**src/rtl/mont_mult_unit.sv**
```systemverilog
// mont_mult_unit: bit-serial radix-2 Montgomery multiplier, result = a*b*2^-WIDTH mod m
module mont_mult_unit #(
  parameter int WIDTH = 8
) (
  input  logic             clk,
  input  logic             rst,
  input  logic             start,
  input  logic [WIDTH-1:0] a,
  input  logic [WIDTH-1:0] b,
  input  logic [WIDTH-1:0] m,
  output logic             busy,
  output logic             done,
  output logic [WIDTH-1:0] result
);
  localparam int CW = $clog2(WIDTH);
  typedef enum logic [1:0] {IDLE, CALC, SUB} state_t;
  state_t state, state_nx;
  logic [WIDTH-1:0] a_r, b_r, m_r, diff;
  logic [WIDTH+1:0] s, sum;
  logic [CW-1:0] i;
  logic q, last;
  assign busy = state != IDLE;
  assign last = i == CW'(WIDTH - 1);
  assign q = s[0] ^ (a_r[i] & b_r[0]);
  assign sum = s + (a_r[i] ? {2'b00, b_r} : '0) + (q ? {2'b00, m_r} : '0);
  assign diff = s[WIDTH-1:0] - m_r;
  // state register
  always_ff @(posedge clk)
    state <= rst ? IDLE : state_nx;
  // next state: start is only honoured while idle
  always_comb begin
    state_nx = state;
    state_nx = state == IDLE ? (start ? CALC : IDLE) : state == CALC ? (last ? SUB : CALC) : IDLE;
  end
  // operand latch, per-bit accumulate/halve, final conditional subtract
  always_ff @(posedge clk) begin
    if (rst) begin
      a_r <= '0;
      b_r <= '0;
      m_r <= '0;
      s <= '0;
      i <= '0;
      done <= 1'b0;
      result <= '0;
    end else begin
      done <= state == SUB;
      if (state == IDLE && start) begin
        a_r <= a;
        b_r <= b;
        m_r <= m;
        s <= '0;
        i <= '0;
      end
      if (state == CALC) begin
        s <= sum >> 1;
        i <= i + CW'(1);
      end
      if (state == SUB)
        result <= s >= {2'b00, m_r} ? diff : s[WIDTH-1:0];
    end
  end
endmodule

```
**config.mk**
```make
export PLATFORM = sky130hd
export DESIGN_NAME = mont_mult_unit
export DESIGN_NICKNAME = d
export VERILOG_FILES = /design/src/rtl/mont_mult_unit.sv
export SDC_FILE = /design/constraint.sdc
export NUM_CORES = 1
export LEC_CHECK = 0
export ABC_AREA = 1
export BUFFER_PORTS_ARGS = -buffer_cell sky130_fd_sc_hd__buf_2
export CAP_MARGIN = 5
export CORE_MARGIN = 2
export CORE_UTILIZATION = 52
export CTS_CLUSTER_DIAMETER = 40
export DETAILED_ROUTE_END_ITERATION = 8
export GPL_TIMING_DRIVEN = 0
export PLACE_DENSITY_LB_ADDON = 0.08
export SLEW_MARGIN = 5
export SYNTH_ARGS = -nofsm -noshare
export SYNTH_HDL_FRONTEND = slang
export SYNTH_SLANG_ARGS = --single-unit
```
**constraint.sdc**
```tcl
create_clock -name clk -period 3.1 [get_ports clk]
set_input_delay 0.62 -clock clk [delete_from_list [all_inputs] [get_ports clk]]
set_output_delay 0.62 -clock clk [all_outputs]
set_load 0.03 [all_outputs]
```
==> impl_metrics.py <==
metrics = {
    "run_status": {
        "status": "finished, violations left",
        "failed_checks": "setup timing",
    },
    "drt": {
        "vias_per_cell": 5.26,
        "wl_per_cell_um": 13.6,
        "via_count": 2741,
        "drc": 0,
        "wl_mm": 7.07,
        "dr.pass1.iters": 4,
        "dr.first_iter.drc_count": 106,
        "drtAntennaViolNets": 0,
    },
    "synth": {
        "syn-instance-count": 401,
        "ys_seq_elements": 47,
        "synth_fp_nets": 456,
        "synth_area_leaders": "dfxtp_1, nand2_1, ha_1",
        "synth_area_um2": 2840,
        "ys_warn_count": 0,
        "syn_avg_cell_area_um2": 7.07,
        "synth_cell_types": 28,
        "synth_top_area_frac": 0.332,
        "synth_seq_area_share": 0.332,
        "synth_top_cell_by_area": "dfxtp_1",
    },
    "critical_path": {
        "crit_type": "register to register",
        "worst_path_dominant_cell_family": "adder cells",
        "crit_chain": "inv_6 > o21ai_1 > o22ai_1 > nand2_1 > nand2_2 > inv_2 > nor2_4 > ha_4 > buf_8 > nand2_4 > fa_1 > inv_1 > ha_2 > fa_2 > nand4_1 > nand3_2 > nand3_2 > nand2_1 > nand2_1 > a21oi_2",
        "cp_common_cell": "nand2_1",
        "crit_path_max_fanout": 8,
        "max_stage_delay_ns": 0.52,
        "start_kind": "register",
        "critPathSlowestCell": "fa_1",
        "cp.arrival_ns": 3.30,
        "cp.required_ns": 3.28,
        "critical_path_buf_inv_count": 4,
        "end_kind": "register",
    },
    "layout": {
        "nFillCells": 481,
        "drive_above_1_share": 0.222,
        "final_core_util": 0.662,
        "n_antenna_cell": 0,
        "mostFrequentLayoutCells": "nand2_1, inv_1, dfxtp_1",
        "regArea_um2": 946,
        "multi_input_area_um2": 1770,
        "layout_commonest_cell": "nand2_1",
        "area_growth_syn_to_layout_pct": 20.8,
        "num-nets-final": 505,
    },
    "power": {
        "vdd_drop_max_mv": 0.281,
        "p_sw_mw": 0.465,
        "p_int_mw": 0.967,
        "seqPwrFrac": 0.460,
        "clkPwrFrac": 0.273,
        "combPwrFrac": 0.268,
        "p_leak_nw": 1.65,
        "power_density_nw_per_um2": 418,
        "p_sw_frac": 0.325,
    },
    "timing": {
        "relSlewSlack": 0.609,
        "period_needed_ns": 3.12,
        "worstMarginPinSlew_ns": 0.586,
        "slew_violations": 0,
        "setup_slack_ns": -0.0240,
        "fin_skew_ns": 0.00655,
        "timing.setup.tns_ns": -0.0501,
        "hold_viol": 0,
        "rsz0062_at_grt": "yes",
        "setup_viol": 3,
        "fin_crit_sh": 1.01,
        "max_freq_mhz": 320,
    },
    "grt": {
        "antenna_found_initial": 0,
        "grt_overflow": 0,
        "grt_pass1_vias": 2511,
        "grt_max_degree": 15,
        "grt_usage": 0.239,
        "grt_pass1_wl_mm": 11.4,
    },
    "clock_network": {
        "cts_sinks": 47,
        "cts-root-buf": "clkbuf_8",
        "h-tree-depth": 2,
        "clock_latency_ns": 0.30,
        "max-clock-path-buffers": 2,
        "clk_pin_slew_ns": 0.09,
        "cts_inserted_buffers": 5,
        "tritoncts": "yes",
        "holdBufCountCts": 0,
    },
    "placement": {
        "finalWeightedCongestion": 0.864,
        "port_buffers": 36,
        "dp_hpwl_mm": 5.14,
    },
    "floorplanning": {
        "ioPinCount": 37,
        "dieHeight_um": 77.9,
        "core_area_um2": 5170,
        "dieArea_um2": 6060,
        "floorplan.initialDensity": 0.548,
        "rows": 26,
        "die_w_um": 77.9,
    },
    "run": {
        "maxCapViolCount": 0,
    },
    "hold_path": {
        "hold_class": "register to register",
    },
}
## state kept, by name, summed over array words and instances, names as in the netlist
register and cells:
result 8, a_r 8, m_r 8, done 1
i 3, s 9, state 2, b_r 8
## cells in the mapped netlist
| cell | count |
|---|---|
| nand2_1 | 82 |
| inv_1 | 53 |
| dfxtp_1 | 47 |
| a21oi_1 | 45 |
| nor2_1 | 42 |
| o21ai_0 | 30 |
| nand3_1 | 27 |
| ha_1 | 19 |
| fa_1 | 9 |
| clkbuf_1 | 7 |
| inv_2 | 5 |
| o21ai_1 | 5 |
| buf_2 | 4 |
| nand2_2 | 3 |
| nand4_1 | 3 |
| a21oi_2 | 2 |
| nand2_4 | 2 |
| nand3b_1 | 2 |
| nor2_4 | 2 |
| nor3_1 | 2 |
| o22ai_1 | 2 |
| xor2_1 | 2 |
| a211oi_1 | 1 |
| a21o_1 | 1 |
| bufinv_8 | 1 |
| nor2_2 | 1 |
| nor3_2 | 1 |
| xnor2_1 | 1 |
## routing by layer
layer / global-route usage / vias up / wire length, um
li1: - / 1392 / -
met1: 0.296 / 1276 / 3070
met2: 0.429 / 60 / 3550
met3: 0.0430 / 13 / 355
met4: 0.0536 / 0 / 96
met5: 0 / - / 0
## worst reg2reg max path, cell delays in order, from the launching register on
cell	delay [ns]
dfxtp_4	0.40
inv_6	0.05
o21ai_1	0.13
o22ai_1	0.09
nand2_1	0.08
nand2_2	0.06
inv_2	0.07
nor2_4	0.04
ha_4	0.26
buf_8	0.12
nand2_4	0.05
fa_1	0.52
inv_1	0.05
ha_2	0.19
fa_2	0.37
nand4_1	0.10
nand3_2	0.12
nand3_2	0.10
nand2_1	0.06
nand2_1	0.08
a21oi_2	0.05
## power by group through the flow
stage               Sequential (mW)  Combinational, mW  Clock (mW)
floorplan                     0.663              0.258           0
global placement              0.669              0.332           0
detailed placement            0.670              0.337           0
CTS                           0.656              0.354       0.399
global route                  0.663              0.433       0.424
finish                        0.658              0.383       0.390
## layout make-up
cell class,instances,area share
Clock buffer,7,0.0252
Tap cell,70,0.0256
Inverter,59,0.0701
Sequential cell,47,0.276
Buffer,11,0.0168
Clock inverter,1,0.00256
Multi-Input combinational cell,284,0.518
Timing Repair Buffer,42,0.0657
## what timing repair did
item                                    CTS  global route
pin swaps                                 1            11
gates resized for setup                  15            27
endpoints found under the setup margin    8             7
buffers inserted                          2             4
## worst paths after layout
kind	endpoint	depth (start not counted)	slack (ns)	from
setup / recovery	s[8]$_SDFFE_PP0P_	20	-0.02	i[0]$_SDFFE_PP0P_
hold / removal	b_r[3]$_SDFFE_PP0P_	2	0.46	b_r[3]$_SDFFE_PP0P_
setup reg to reg	s[8]$_SDFFE_PP0P_	20	-0.02	i[0]$_SDFFE_PP0P_
hold reg to reg	b_r[3]$_SDFFE_PP0P_	2	0.46	b_r[3]$_SDFFE_PP0P_
## cells by family after synthesis
logic type,count (synthesis),synth area share
flops,47,0.332
buf+inv,70,0.0993
fa+ha+maj,28,0.147
simple gates,167,0.255
compound gates,86,0.157
xor+xnor,3,0.00927
## through the flow
stage / total power, mW / hold slack (ns) / cells / setup slack (ns) / instance area, um^2
finish: 1.43 / 0.460 / 521 / -0.0240 / 3430
global route: 1.52 / 0.484 / 521 / -0.198 / 3430
CTS: 1.41 / 0.460 / 517 / 0.00276 / 3280
detailed placement: 1.01 / 0.446 / 507 / -0.372 / 3110
global placement: 1.00 / 0.441 / 507 / -0.352 / 3110
floorplan: 0.921 / 0.429 / 401 / 0.0465 / 2840
No activity file was read; power rests on OpenSTA's default activity.
